--- src/rtl/key_sw_io_device_if.sv ---
// Processor-side load/store bus between the CPU (MAR/DrMem/WrMem) and the KEY/SW device.
// The master drives the address and strobes; the device answers with rdata/sel.
interface key_sw_io_device_if #(
  parameter int DBITS = 32
);
  logic [DBITS-1:0] addr;
  logic [DBITS-1:0] wdata;
  logic             we;
  logic             re;
  logic [DBITS-1:0] rdata;
  logic             sel;

  modport master (
    output addr,
    output wdata,
    output we,
    output re,
    input  rdata,
    input  sel
  );

  modport slave (
    input  addr,
    input  wdata,
    input  we,
    input  re,
    output rdata,
    output sel
  );
endinterface

--- src/rtl/key_sw_io_device.sv ---
// KEY/SW memory-mapped input device: synchronizes and debounces the board inputs and
// exposes them as data/control registers with sticky ready/overrun status and an irq.
module key_sw_io_debounce #(
  parameter int WIDTH     = 4,
  parameter int DEBCYCLES = 50000,
  parameter int CNTBITS   = 16
) (
  input  logic             clk,
  input  logic             reset,
  input  logic [WIDTH-1:0] raw,
  output logic [WIDTH-1:0] deb,
  output logic             change
);
  localparam logic [CNTBITS-1:0] CNT_LAST = CNTBITS'(DEBCYCLES - 1);

  logic [WIDTH-1:0]   meta;
  logic [WIDTH-1:0]   sync;
  logic [WIDTH-1:0]   cand;
  logic [CNTBITS-1:0] cnt;
  logic [CNTBITS-1:0] cnt_inc;

  // The capture of a new candidate counts as its first stable cycle, so acceptance
  // happens when the incremented count reaches DEBCYCLES-1 (2 sync + DEBCYCLES latency).
  always_comb begin
    cnt_inc = cnt + 1'b1;
    change  = (sync == cand) && (cand != deb) && (cnt_inc == CNT_LAST);
  end

  always_ff @(posedge clk or posedge reset) begin
    if (reset) begin
      meta <= '0;
      sync <= '0;
      cand <= '0;
      deb  <= '0;
      cnt  <= '0;
    end else begin
      meta <= raw;
      sync <= meta;
      if (sync != cand) begin
        cand <= sync;
        cnt  <= '0;
      end else if (cand != deb) begin
        if (change) begin
          deb <= cand;
          cnt <= '0;
        end else begin
          cnt <= cnt_inc;
        end
      end else begin
        cnt <= '0;
      end
    end
  end
endmodule

module key_sw_io_device #(
  parameter int               DBITS     = 32,
  parameter logic [DBITS-1:0] ADDRKEY   = DBITS'(32'hFFFFF080),
  parameter logic [DBITS-1:0] ADDRSW    = DBITS'(32'hFFFFF090),
  parameter int               DEBCYCLES = 50000,
  parameter int               CNTBITS   = 16
) (
  input  logic                       clk,
  input  logic                       reset,
  key_sw_io_device_if.slave          bus,
  input  logic [3:0]                 key_n,
  input  logic [9:0]                 sw,
  output logic                       irq
);
  localparam logic [DBITS-1:0] ADDR_KDATA = ADDRKEY;
  localparam logic [DBITS-1:0] ADDR_KCTRL = ADDRKEY + DBITS'(4);
  localparam logic [DBITS-1:0] ADDR_SDATA = ADDRSW;
  localparam logic [DBITS-1:0] ADDR_SCTRL = ADDRSW + DBITS'(4);

  logic [3:0] key_deb;
  logic       key_change;
  logic [9:0] sw_deb;
  logic       sw_change;

  logic kready, kovr, kie;
  logic sready, sovr, sie;

  logic rd_kdata, rd_sdata, wr_kctrl, wr_sctrl;
  logic unused_wdata;

  // KEY is active-low on the board; invert before syncing so 1 means pressed.
  key_sw_io_debounce #(
    .WIDTH(4), .DEBCYCLES(DEBCYCLES), .CNTBITS(CNTBITS)
  ) u_key_deb (
    .clk(clk), .reset(reset), .raw(~key_n), .deb(key_deb), .change(key_change)
  );

  key_sw_io_debounce #(
    .WIDTH(10), .DEBCYCLES(DEBCYCLES), .CNTBITS(CNTBITS)
  ) u_sw_deb (
    .clk(clk), .reset(reset), .raw(sw), .deb(sw_deb), .change(sw_change)
  );

  // A store alongside a load is treated as a store, so it never consumes ready.
  always_comb begin
    rd_kdata = bus.re && !bus.we && (bus.addr == ADDR_KDATA);
    rd_sdata = bus.re && !bus.we && (bus.addr == ADDR_SDATA);
    wr_kctrl = bus.we && (bus.addr == ADDR_KCTRL);
    wr_sctrl = bus.we && (bus.addr == ADDR_SCTRL);
  end

  assign unused_wdata = ^{bus.wdata[DBITS-1:5], bus.wdata[3], bus.wdata[1:0]};

  // A change coinciding with a data read keeps ready set and is not an overrun;
  // a change coinciding with an overrun-clearing store keeps the overrun.
  always_ff @(posedge clk or posedge reset) begin
    if (reset) begin
      kready <= 1'b0;
      kovr   <= 1'b0;
      kie    <= 1'b0;
    end else begin
      if (key_change) begin
        kready <= 1'b1;
      end else if (rd_kdata) begin
        kready <= 1'b0;
      end
      if (key_change && kready && !rd_kdata) begin
        kovr <= 1'b1;
      end else if (wr_kctrl && !bus.wdata[2]) begin
        kovr <= 1'b0;
      end
      if (wr_kctrl) begin
        kie <= bus.wdata[4];
      end
    end
  end

  always_ff @(posedge clk or posedge reset) begin
    if (reset) begin
      sready <= 1'b0;
      sovr   <= 1'b0;
      sie    <= 1'b0;
    end else begin
      if (sw_change) begin
        sready <= 1'b1;
      end else if (rd_sdata) begin
        sready <= 1'b0;
      end
      if (sw_change && sready && !rd_sdata) begin
        sovr <= 1'b1;
      end else if (wr_sctrl && !bus.wdata[2]) begin
        sovr <= 1'b0;
      end
      if (wr_sctrl) begin
        sie <= bus.wdata[4];
      end
    end
  end

  always_comb begin
    bus.rdata = '0;
    bus.sel   = 1'b0;
    case (bus.addr)
      ADDR_KDATA: begin
        bus.sel        = 1'b1;
        bus.rdata[3:0] = key_deb;
      end
      ADDR_KCTRL: begin
        bus.sel      = 1'b1;
        bus.rdata[4] = kie;
        bus.rdata[2] = kovr;
        bus.rdata[0] = kready;
      end
      ADDR_SDATA: begin
        bus.sel        = 1'b1;
        bus.rdata[9:0] = sw_deb;
      end
      ADDR_SCTRL: begin
        bus.sel      = 1'b1;
        bus.rdata[4] = sie;
        bus.rdata[2] = sovr;
        bus.rdata[0] = sready;
      end
      default: begin
        bus.sel   = 1'b0;
        bus.rdata = '0;
      end
    endcase
  end

  assign irq = (kready & kie) | (sready & sie);
endmodule

--- src/flat_wrapper.sv ---
// flat-port wrapper written by rule: the top's interface ports become plain ports
module key_sw_io_device_flat 
#(
  parameter int               DBITS     = 32,
  parameter logic [DBITS-1:0] ADDRKEY   = DBITS'(32'hFFFFF080),
  parameter logic [DBITS-1:0] ADDRSW    = DBITS'(32'hFFFFF090),
  parameter int               DEBCYCLES = 50000,
  parameter int               CNTBITS   = 16
)
  (clk, reset, key_n, sw, irq, bus_addr, bus_wdata, bus_we, bus_re, bus_rdata, bus_sel);
  key_sw_io_device_if #(.DBITS(DBITS)) bus_i ();
  input  logic clk;
  input  logic reset;
  input  logic [3:0] key_n;
  input  logic [9:0] sw;
  output logic irq;
  input wire logic [$bits(bus_i.addr)-1:0] bus_addr;
  input wire logic [$bits(bus_i.wdata)-1:0] bus_wdata;
  input wire logic [$bits(bus_i.we)-1:0] bus_we;
  input wire logic [$bits(bus_i.re)-1:0] bus_re;
  output wire logic [$bits(bus_i.rdata)-1:0] bus_rdata;
  output wire logic [$bits(bus_i.sel)-1:0] bus_sel;
  assign bus_i.addr = bus_addr;
  assign bus_i.wdata = bus_wdata;
  assign bus_i.we = bus_we;
  assign bus_i.re = bus_re;
  assign bus_rdata = bus_i.rdata;
  assign bus_sel = bus_i.sel;
  key_sw_io_device #(.DBITS(DBITS), .ADDRKEY(ADDRKEY), .ADDRSW(ADDRSW), .DEBCYCLES(DEBCYCLES), .CNTBITS(CNTBITS)) u_core (.clk(clk), .reset(reset), .bus(bus_i), .key_n(key_n), .sw(sw), .irq(irq));
endmodule
--- config.mk ---
export PLATFORM = sky130hd
export DESIGN_NAME = key_sw_io_device_flat
export DESIGN_NICKNAME = d
export VERILOG_FILES = /design/src/rtl/key_sw_io_device_if.sv /design/src/rtl/key_sw_io_device.sv /design/src/flat_wrapper.sv
export SDC_FILE = /design/constraint.sdc
export NUM_CORES = 1
export LEC_CHECK = 0
export BUFFER_PORTS_ARGS = -buffer_cell sky130_fd_sc_hd__buf_2
export CAP_MARGIN = 20
export CORE_MARGIN = 2
export CORE_UTILIZATION = 40
export DETAILED_ROUTE_END_ITERATION = 8
export GPL_TIMING_DRIVEN = 1
export MAX_ROUTING_LAYER = met4
export PLACE_DENSITY = 0.66
export SETUP_SLACK_MARGIN = 0.05
export SYNTH_ARGS = -nofsm -noshare
export SYNTH_HDL_FRONTEND = slang
export SYNTH_SLANG_ARGS = --single-unit
--- constraint.sdc ---
create_clock -name clk -period 9.15 [get_ports clk]
set_clock_uncertainty 0.15 [all_clocks]
set_input_delay 1.83 -clock clk [delete_from_list [all_inputs] [get_ports clk]]
set_output_delay 1.83 -clock clk [all_outputs]
set_load 0.005 [all_outputs]
* Word level (Yosys, flattened, before mapping)
Cells that the tools add are included.
** Cells by class
- $add $sub $neg :: 2
- Equal/unequal tests :: 12
- Multiplexer cells :: 21
- Bitwise logic cells :: 6
- Reduce and logical (&&, ||, !) cells :: 26
** Operators with widths (count)
- equality test 32 bit, second input constant :: 4
- two-way mux 16 bit :: 6
- adder 16 x 1 -> 16 bit, second input constant :: 2
- equality test 16 bit, second input constant :: 2
- inequality test 10 bit :: 2
- logical AND 1 bit :: 15
- equality test 10 bit :: 1
- two-way mux 1 bit :: 9
- inequality test 4 bit :: 2
- case mux 1 bit (4 select lines) :: 2
- nonzero test 2 bit :: 4
- AND reduction 3 bit :: 2
- two-way mux 5 bit :: 1
- equality test 4 bit :: 1
- zero test 1 bit :: 4
- NOT 4 bit :: 1
- case mux 1 bit (2 select lines) :: 2
- OR reduction 4 bit :: 1
- case mux 1 bit (3 select lines) :: 1
- AND 1 bit :: 2
- NOT 1 bit :: 2
- OR 1 bit :: 1
** Storage, ports and cells
- Bits in registers :: 94
- Input bits :: 82
- Output and inout bits :: 34
- Logic and storage cells :: 83

* Depth between registers and ports, before layout
Gate-level depths: netlist of run 1.
- Word-level depth :: 6
- Gate-level depth with buffers :: 8
- Mapped depth without buffers :: 7

* By module
Synthesis of run 1 repeated with hierarchy kept, for this count alone.
** Second synthesis, totals
- Cells, all modules :: 401
- Area, all modules :: 4553.1 µm²
** Modules (own cells, without submodules)
- key_sw_io_debounce (u_core.u_sw_deb) :: instances 1, cells an instance 183, area an instance 2274.7 µm², seq. area each 1401.3 µm²
- key_sw_io_debounce (u_core.u_key_deb) :: instances 1, cells an instance 132, area an instance 1506.4 µm², seq. area each 800.8 µm²
- key_sw_io_device :: instances 1, cells an instance 86, area an instance 772.0 µm², seq. area each 150.1 µm²

* Least setup slack after synthesis of run 1
No wires, ideal clock.
- Path type :: in2out
- From :: input bus_addr[24]
- To :: output bus_rdata[4]
- Data arrival time :: 3.252 ns
- Data required time :: 7.170 ns
- Slack :: 3.918 ns
- Cell stages on the path :: 6
- Buffers on the path :: 0
- Cell sequence :: nand4_1 nor4_1 nand3_1 nor3_1 a222oi_1 inv_1
** On the way
- Cells in the longest elaborated chain, start to end :: 2
- Elaborated cells on any way between the ends :: 4
- Classes of those cells :: eq/ne: 3; mux: 1
** RTL lines
- start: declaration :: RTL line flat_wrapper.sv:17 : input wire logic [$bits(bus_i.addr)-1:0] bus_addr;
- equality test 32 bit :: RTL line key_sw_io_device.sv:158 : case (bus.addr)
- case mux 1 bit (3 select lines) * :: RTL line key_sw_io_device.sv:158
- end: declaration :: RTL line flat_wrapper.sv:21 : output wire logic [$bits(bus_i.rdata)-1:0] bus_rdata;
Every way passes the cells marked *; elsewhere a longest branch is shown, timed or not.

* Worst setup path in the final report of run 1
Same ends and word-level chain as after synthesis.

==> results.cfg, run 1 <==
[critical_path]
end_kind = primary output
cp.required_ns = 7.17
rrSetupSlack_ns = 6.23
arrival_ns = 4.00
r2r-start = u_core.u_sw_deb.cnt[0]
r2r-end = u_core.u_sw_deb.deb[1]
worstRegToRegCells = 7
critPathMaxFanout = 10
start_kind = input pin
path_class = input pin to primary output

[clock_network]
cts_buffers = 9
clkTransAtPathRegs_ns = 0.09
cts.sinks = 94
cts-root-buf = clkbuf_8
post-cts-setup-buffer-count = 0
clock_path_buffers = 2
cts.hold.buffers_added = 0
cts_tree = done
cts_resized = 0
cts_max_level = 3
clock_latency_ns = 0.36

[hold_path]
holdPathEnd = u_core.u_key_deb.sync[2]
hold_start = u_core.u_key_deb.meta[2]
min_path_cells = 0
hold_class = register to register

[logic_synthesis]
avgSynthCellArea_um2 = 11.2
ys_types = 56
synth_seq_cells = 94
async_reset_ff_share_pct = 100
synth_area_leaders = dfrtp_1, xnor2_1, xor2_1, buf_4, nor2_1
synthDominantCellAreaShare_pct = 53.3
synthesis.area_um2 = 4410
synth_edf_count = 0
yosysTopAreaCell = dfrtp_1
netlist_instances = 394
synthFlopType = dfrtp_1
seq_area_frac_synth_pct = 53.3
yosysWarnings = 0

[floorplanning]
die_h_um = 109
io_pins = 116
start_util_pct = 40.9
rows = 38
die_w_um = 109
die_area_um2 = 11900
core-area_um2 = 10800

[routing]
viasPerCell = 4.87
drt-total-wl_um = 7570
drc = 0
initialDrtViolationCount = 164
route.detailed.wl_per_inst_um = 12.7
firstDrtPassIters = 4
dr_total_vias = 2900
antenna_left = 0

[sta]
slew_headroom_pct = 28.4
tightest_slew_ns = 1.07
finalHoldViolCount = 0
clock.fmax_ghz = 0.167
timing.hold.ws_ns = 0.204
slew_viol_final = 0
fin_crit_ns = 5.98
rsz0062_at_grt = false
finalSetupTns_ns = 0
setup_viol_count_final = 0
post-route-period-util_pct = 65.4

[power_and_ir_drop]
p_switching_uw = 177
leakagePower_nw = 2.26
comb_power_share_pct = 4.4
seqPwrFrac_pct = 57.6
ir_worst_vdd_uv = 94.1
power_density_nw_per_um2 = 151
p_clk_share_pct = 37.9
power.internal_uw = 572
sw_frac_of_total_pct = 23.6

[placed_design]
gp_congestion = 0.879
port_buffers = 63
place_area_um2 = 4760
place_hpwl_um = 5700
dp.cells = 580

[global_routing]
grt_max_degree = 70
grt-ovfl-total = 0
grt_first_pass_wirelength_um = 12400
grt_pass1_vias = 2757
grt.total_usage_pct = 13.9
antenna_found_initial = 0

[layout]
final_area_um2 = 4970
nets = 537
stdcell_count = 596
drive_gt1_share_pct = 24.1
final_common_cell = dfrtp_1
synthToLayoutAreaGrowth_pct = 12.5
final_cell_mix = dfrtp_1, buf_2, nor2_1
diodes = 0

[run_status]
status = finished clean

[job]
max-cap-violations = 0
## power groups by stage
stage / Combinational (mW) / Clock [mW] / Sequential, mW
2_1_floorplan: 0.0270 / 0 / 0.438
3_3_place_gp: 0.0337 / 0 / 0.440
3_5_place_dp: 0.0342 / 0 / 0.441
4_1_cts: 0.0344 / 0.295 / 0.432
5_1_grt: 0.0391 / 0.313 / 0.433
6_report: 0.0331 / 0.284 / 0.432
## how the worst max path moves through the flow
| stage | start | to | slack, ns | cells after the start |
|---|---|---|---|---|
| after CTS | bus_addr[24] | bus_rdata[4] | 3.16 | 8 |
| after detailed placement | bus_addr[24] | bus_rdata[4] | 3.18 | 8 |
| after global routing | bus_addr[18] | bus_rdata[4] | 2.93 | 8 |
| after floorplan | bus_addr[24] | bus_rdata[4] | 3.92 | 6 |
| final | bus_addr[24] | bus_rdata[4] | 3.17 | 8 |
| after global placement | bus_addr[24] | bus_rdata[4] | 3.18 | 8 |
## per-stage QoR
stage / utilization [%] / setup WS, ns / power [mW]
after floorplan: - / 3.92 / 0.465
after global placement: 44.1 / 3.18 / 0.474
after detailed placement: 44.1 / 3.18 / 0.475
after CTS: 46.0 / 3.16 / 0.761
after global routing: 46.0 / 2.93 / 0.785
final: 46.0 / 3.17 / 0.749
## worst max-delay path, stage by stage
cell and delay (ns):
buf_2 0.07, nand4_1 0.11, nor4_1 0.47, nand3_1 0.24, nor3_1 0.86, a222oi_1 0.21
inv_1 0.10, buf_2 0.11
## final cells by class
| type | instances | area (µm²) |
|---|---|---|
| fillers | 1016 | 5830 |
| inverters | 16 | 61.3 |
| well taps | 140 | 175 |
| multi-input cells | 265 | 1840 |
| clock inverters | 7 | 86.3 |
| clock buffers | 9 | 124 |
| repair buffers | 65 | 330 |
| flip-flops and latches | 94 | 2350 |
## synthesized netlist by cell type (2+ instances only)
library cell  count
mux2_2            8
ha_1              4
o21ai_0           6
nand2_1          16
o21ai_1           2
clkbuf_1         15
xnor2_1          31
inv_1            16
mux2_4            8
nand4_1          16
nand2b_1          3
nand3_1          11
a221o_1           2
and2_1            6
and3_1            2
dfrtp_1          94
buf_4            22
nor4_1           10
nor2_1           41
xor2_1           25
or3b_2            2
a21oi_1           4
nor4b_1           3
nor2b_1           4
nor3_1            9
a22o_1            3
o31ai_1           2
## cell families after synthesis
| kind of cell | synth area share (%) |
|---|---|
| AND/OR/NAND/NOR | 18.3 |
| flip-flops | 53.3 |
| XOR/XNOR | 11.1 |
| buffers and inverters | 6.86 |
| AO/OA/AOI/OAI | 4.20 |
| multiplexers | 4.99 |
| adder cells (fa/ha/maj) | 1.13 |
| other | 0.0850 |
## routing by layer
layer / wire, µm / GRT usage [%] / up-vias
met4: 120 / 5.77 / 0
met3: 432 / 2.69 / 11
met1: 3420 / 17.4 / 1403
met2: 3590 / 22.1 / 86
met5: 0 / - / -
li1: - / - / 1400
## registers in the layout, indices dropped and copies added (netlist names)
name / count
u_core.sie: 1
u_core.u_sw_deb.deb: 10
u_core.u_key_deb.cnt: 16
u_core.u_key_deb.meta: 4
u_core.kready: 1
u_core.u_sw_deb.cand: 10
u_core.sready: 1
u_core.u_key_deb.sync: 4
u_core.u_sw_deb.meta: 10
u_core.kovr: 1
u_core.u_sw_deb.sync: 10
u_core.u_key_deb.cand: 4
u_core.u_key_deb.deb: 4
u_core.sovr: 1
u_core.kie: 1
u_core.u_sw_deb.cnt: 16
(Power assumes the default switching activity.)
==> inputs of run 2 (changes only) <==
==> constraint.sdc (replaced) <==
create_clock -name clk -period 5.95 [get_ports clk]
set_clock_uncertainty 0.15 [all_clocks]
set_input_delay 1.19 -clock clk [delete_from_list [all_inputs] [get_ports clk]]
set_output_delay 1.19 -clock clk [all_outputs]
set_load 0.005 [all_outputs]
==> run 2 against run 1 <==
  * Worst hold slack worse by 0.0064 ns
  * Final cell count is 0.17% higher
  * Register-to-register slack worse by 3.2 ns
  * Critical path depth stayed put
  * Non-clock buffer count is 1 higher
  * Via count is 1.3% higher
  * Global-route usage is 0.25 points higher
  * Highest routed layer unchanged
  * Combinational power is 55% higher
  * Core utilization is 0.058 points lower
  * Worst setup slack worse by 1.5 ns
  * Sequential share of layout area is 0.060 points higher
==> results.cfg, run 2 (synthesized netlist as in run 1, its figures left out) <==
[placed_design]
port_buffers = 63
place_area_um2 = 4760
gp_congestion = 0.875
place_hpwl_um = 5630
dp.cells = 581

[routing]
met3_wirelength_um = 518
route.detailed.wl_per_inst_um = 13.1
antenna_left = 0
initialDrtViolationCount = 141
dr_total_vias = 2939
highest_layer = met4
viasPerCell = 4.92
drt-total-wl_um = 7790
wl_met2_um = 3550
firstDrtPassIters = 4
wl_met1_um = 3610
drc = 0

[sta]
finalHoldViolCount = 0
rsz0062_at_grt = false
finalSetupTns_ns = 0
slew_viol_final = 0
tightest_slew_ns = 0.828
slew_headroom_pct = 44.8
setup_viol_count_final = 0
fin_crit_ns = 4.32
clock.fmax_ghz = 0.231
post-route-period-util_pct = 72.6

[clock_network]
cts-root-buf = clkbuf_8
cts_tree = done
clock_path_buffers = 2
cts_buffers = 9
clkTransAtPathRegs_ns = 0.11
clock_latency_ns = 0.37
cts.hold.buffers_added = 0
cts_max_level = 3
post-cts-setup-buffer-count = 0
cts_resized = 0
cts.sinks = 94

[critical_path]
crit_chain = buf_2 > nand4_1 > nor4_1 > nand3b_1 > or3b_2 > a21oi_1 > a221o_1 > buf_2
cpMostUsedCell = buf_2
critical_path_buf_inv_count = 2
crit_family = simple AND/OR/NAND/NOR gates
path_class = input pin to primary output
arrival_ns = 2.98
critPathMaxFanout = 6
end_kind = primary output
slowest_delay_ns = 0.49
cp.required_ns = 4.61
start_kind = input pin
crit_slowest_cell = or3b_2

[layout]
final_cell_mix = dfrtp_1, buf_2, nor2_1
reg_top3 = u_core.u_key_deb.cnt x16, u_core.u_sw_deb.cnt x16
diodes = 0
final_area_um2 = 4960
nets = 538
final_common_cell = dfrtp_1
stdcell_count = 597
synthToLayoutAreaGrowth_pct = 12.4
drive_gt1_share_pct = 24.3

[floorplanning]
core-area_um2 = 10800
rows = 38
start_util_pct = 40.9
die_area_um2 = 11900
die_w_um = 109
io_pins = 116
die_h_um = 109

[power_and_ir_drop]
leakagePower_nw = 2.26
power_density_nw_per_um2 = 227
ir_worst_vdd_uv = 113

[global_routing]
grt.total_usage_pct = 14.1
grt-ovfl-total = 0
antenna_found_initial = 0
grt_max_degree = 70
grt_first_pass_wirelength_um = 12900
grt_pass1_vias = 2793

[run_status]
status = finished clean

[job]
max-cap-violations = 0

[hold_path]
hold_class = register to register
[run 2: cell count changes in the layout (fill, tap and decap cells not counted)]
cell / change
buf_4: +1
bufinv_16: -1
clkinv_8: +1
[run 2: routing by layer]
metal | vias to the layer above | global-route usage (%)
met5 | - | -
met2 | 97 | 21.1
li1 | 1404 | -
met3 | 13 | 3.05
met1 | 1425 | 19.2
met4 | 0 | 4.76
[run 2: power by group]
group | internal (mW) | switching (mW) | total (mW) | leakage [nW]
logic | 0.0229 | 0.0284 | 0.0513 | 0.951
registers | 0.653 | 0.0111 | 0.664 | 1.21
clock network | 0.165 | 0.247 | 0.412 | 0.0970
total | 0.841 | 0.287 | 1.13 | 2.26
[run 2: layout make-up]
cell class              count  area, µm²
well taps                 140        175
fillers                   998       5830
clock inverters             7       72.6
clock buffers               9        124
repair buffers             66        338
multi-input cells         265       1840
flip-flops and latches     94       2350
inverters                  16       61.3
[run 2: path summary, 6_finish.rpt]
kind / from / to / slack (ns) / cells past startpoint
max: bus_addr[24] / bus_rdata[2] / 1.63 / 8
min: u_core.u_sw_deb.meta[6] / u_core.u_sw_deb.sync[6] / 0.20 / 0
max reg2reg: u_core.u_sw_deb.cnt[0] / u_core.u_sw_deb.deb[3] / 3.04 / 7
min reg2reg: u_core.u_sw_deb.meta[6] / u_core.u_sw_deb.sync[6] / 0.20 / 0
max in group asynchronous: reset / u_core.u_key_deb.cnt[8] / 3.85 / 3
min in group asynchronous: reset / u_core.u_key_deb.cnt[3] / 0.65 / 2
[run 2: through the flow]
step                hold WS, ns  util (%)  worst slack (ns)  total power, mW
floorplan                 0.181         -              2.00            0.716
global placement          0.185      44.1              1.64            0.728
detailed placement        0.185      44.1              1.62            0.730
CTS                       0.200      46.0              1.61             1.14
global route              0.204      46.0              1.41             1.18
finish                    0.198      46.0              1.63             1.13
==> inputs of run 3 (changes only) <==
--- a/config.mk
+++ b/config.mk
@@ -5,6 +5,7 @@
 export SDC_FILE = /design/constraint.sdc
 export NUM_CORES = 1
 export LEC_CHECK = 0
+export ABC_AREA = 1
 export BUFFER_PORTS_ARGS = -buffer_cell sky130_fd_sc_hd__buf_2
 export CAP_MARGIN = 20
 export CORE_MARGIN = 2
==> constraint.sdc (replaced) <==
create_clock -name clk -period 4.5 [get_ports clk]
set_clock_uncertainty 0.15 [all_clocks]
set_input_delay 0.9 -clock clk [delete_from_list [all_inputs] [get_ports clk]]
set_output_delay 0.9 -clock clk [all_outputs]
set_load 0.005 [all_outputs]
==> run 3 against run 2 <==
  * Flip-flop and latch count is the same
  * Synthesized cell count rose by 56%
  * Clock power up 110%
  * Critical path depth unchanged
  * First-iteration DRC count up 130%
  * Routed wire length rose by 27%
  * Non-clock buffer count increased by 1
  * Sequential power rose by 32%
  * Worst setup slack worse by 0.80 ns
  * Largest cell class unchanged
==> results.cfg, run 3 <==
[run_status]
status = finished clean

[critical_path]
path_class = input pin to primary output
critPathMaxFanout = 10
arrival_ns = 2.62
cp.required_ns = 3.45
start_kind = input pin
end_kind = primary output

[logic_synthesis]
synth_edf_count = 0
synthDominantCellAreaShare_pct = 48.8
synth_top_family_by_area = simple AND/OR/NAND/NOR gates
yosysWarnings = 0
yosys.area_share.adder_pct = 1.04
synth.mux.area_fraction_pct = 0
synth_seq_cells = 94
synth_xor_area_share_pct = 4.18
synth-simple-area-share_pct = 31.7
netlist_instances = 614
synth_compound_area_share_pct = 3.56
async_reset_ff_share_pct = 100
avgSynthCellArea_um2 = 7.85
synth_most_common_cell = nand2_1
yosysTopAreaCell = dfrtp_1
synthFlopType = dfrtp_1
synth_area_leaders = dfrtp_1, nand2_1, nor2_1, inv_1, buf_4
synthTopCellsByCount = nand2_1, nor2_1, dfrtp_1, inv_1, nand3_1
seq_area_frac_synth_pct = 48.8
ys_types = 32
synthesis.area_um2 = 4820

[placed_design]
dp_slack_ns = 0.834
place_hpwl_um = 7360
place_area_um2 = 5180
port_buffers = 63
gp_congestion = 0.872

[global_routing]
antenna_found_initial = 0
grt.total_usage_pct = 16.8
grt_pass1_vias = 3696
grt-ovfl-total = 0
grt_max_degree = 44
grt_first_pass_wirelength_um = 16800

[routing]
met3_wirelength_um = 405
wl_met1_um = 4600
dr_total_vias = 3951
drc = 0
wl_met2_um = 4720
antenna_left = 0
viasPerCell = 4.80
highest_layer = met4
initialDrtViolationCount = 326
firstDrtPassIters = 4
drt-total-wl_um = 9890
route.detailed.wl_per_inst_um = 12.0

[clock_network]
post-cts-setup-buffer-count = 0
cts_resized = 0
clock_path_buffers = 2
cts_tree = done
cts-root-buf = clkbuf_16
cts.hold.buffers_added = 0
clkTransAtPathRegs_ns = 0.06
clock_latency_ns = 0.35
cts_max_level = 3
cts_buffers = 9
cts.sinks = 94

[power_and_ir_drop]
power_density_nw_per_um2 = 333
p_clk_share_pct = 48.0
sw_frac_of_total_pct = 21.3
comb_power_share_pct = 4.2
power.internal_mw = 1.45
leakagePower_nw = 2.55
seqPwrFrac_pct = 47.8
p_switching_uw = 391
ir_worst_vdd_uv = 207

[floorplanning]
die_w_um = 114
io_pins = 116
die_h_um = 114
rows = 40
die_area_um2 = 12900
start_util_pct = 40.6
core-area_um2 = 11900

[sta]
timing.hold.ws_ns = 0.198
clock.fmax_ghz = 0.273
setup_viol_count_final = 0
tightest_slew_ns = 0.783
post-route-period-util_pct = 81.5
finalHoldViolCount = 0
finalSetupTns_ns = 0
fin_crit_ns = 3.67
setup_ws_ns = 0.833
rsz0062_at_grt = false
slew_headroom_pct = 47.7
slew_viol_final = 0

[layout]
final_cell_mix = nand2_1, nor2_1, dfrtp_1
synthToLayoutAreaGrowth_pct = 14.6
multi_input_area_um2 = 2030
final_area_um2 = 5520
regArea_um2 = 2350
reg_top3 = u_core.u_key_deb.cnt x16, u_core.u_sw_deb.cnt x16
fillers = 1153
drive_gt1_share_pct = 15.1
diodes = 0
final_common_cell = nand2_1
nets = 757

[job]
max-cap-violations = 0

[hold_path]
hold_class = register to register
run 3: per-stage QoR:
stage	util, %	instances	total power, mW
after floorplan	-	635	0.953
after global placement	43.6	807	0.969
after detailed placement	43.6	807	0.973
after CTS	46.6	823	1.86
after global routing	46.6	823	1.91
final	46.6	823	1.84
run 3: critical path, cell delays in order:
cell and delay, ns:
buf_2 0.09, inv_1 0.04, nand2_1 0.05, nor3b_1 0.54
nand3_1 0.48, o22ai_1 0.23, or2_2 0.17, buf_2 0.11
run 3: cell families after synthesis:
kind of cell	Yosys count
flops	94
simple gates	353
xor+xnor	23
buf+inv	112
fa+ha+maj	4
other cells	1
compound gates	27
run 3: power by group through the flow:
| stage | logic [mW] | registers [mW] | clock network, mW |
|---|---|---|---|
| 3_5_place_dp | 0.0780 | 0.895 | 0 |
| 5_1_grt | 0.0899 | 0.881 | 0.939 |
| 4_1_cts | 0.0790 | 0.879 | 0.900 |
| 2_1_floorplan | 0.0616 | 0.891 | 0 |
| 6_report | 0.0770 | 0.879 | 0.881 |
| 3_3_place_gp | 0.0757 | 0.893 | 0 |
run 3: routing by layer:
metal,GRT usage [%],vias to the layer above
li1,-,1993
met3,3.35,15
met5,-,-
met1,21.6,1851
met4,5.93,0
met2,26.6,92
run 3: cell type report:
class / count / share of cell area, %
repair buffers: 67 / 6.25
multi-input cells: 429 / 36.8
clock buffers: 10 / 4.15
clock inverters: 6 / 2.13
well taps: 147 / 3.33
flip-flops and latches: 94 / 42.6
inverters: 70 / 4.78
run 3: path summary, 6_finish.rpt:
kind | startpoint | to | slack [ns] | depth (start not counted)
worst max-delay path | bus_addr[6] | bus_rdata[0] | 0.83 | 8
max in group asynchronous | reset | u_core.u_key_deb.cand[3] | 2.86 | 3
worst min-delay path | u_core.u_sw_deb.meta[2] | u_core.u_sw_deb.sync[2] | 0.20 | 0
worst min register to register | u_core.u_sw_deb.meta[2] | u_core.u_sw_deb.sync[2] | 0.20 | 0
min in group asynchronous | reset | u_core.u_key_deb.cnt[9] | 0.53 | 2
worst max register to register | u_core.u_sw_deb.cnt[1] | u_core.u_sw_deb.deb[4] | 1.71 | 12
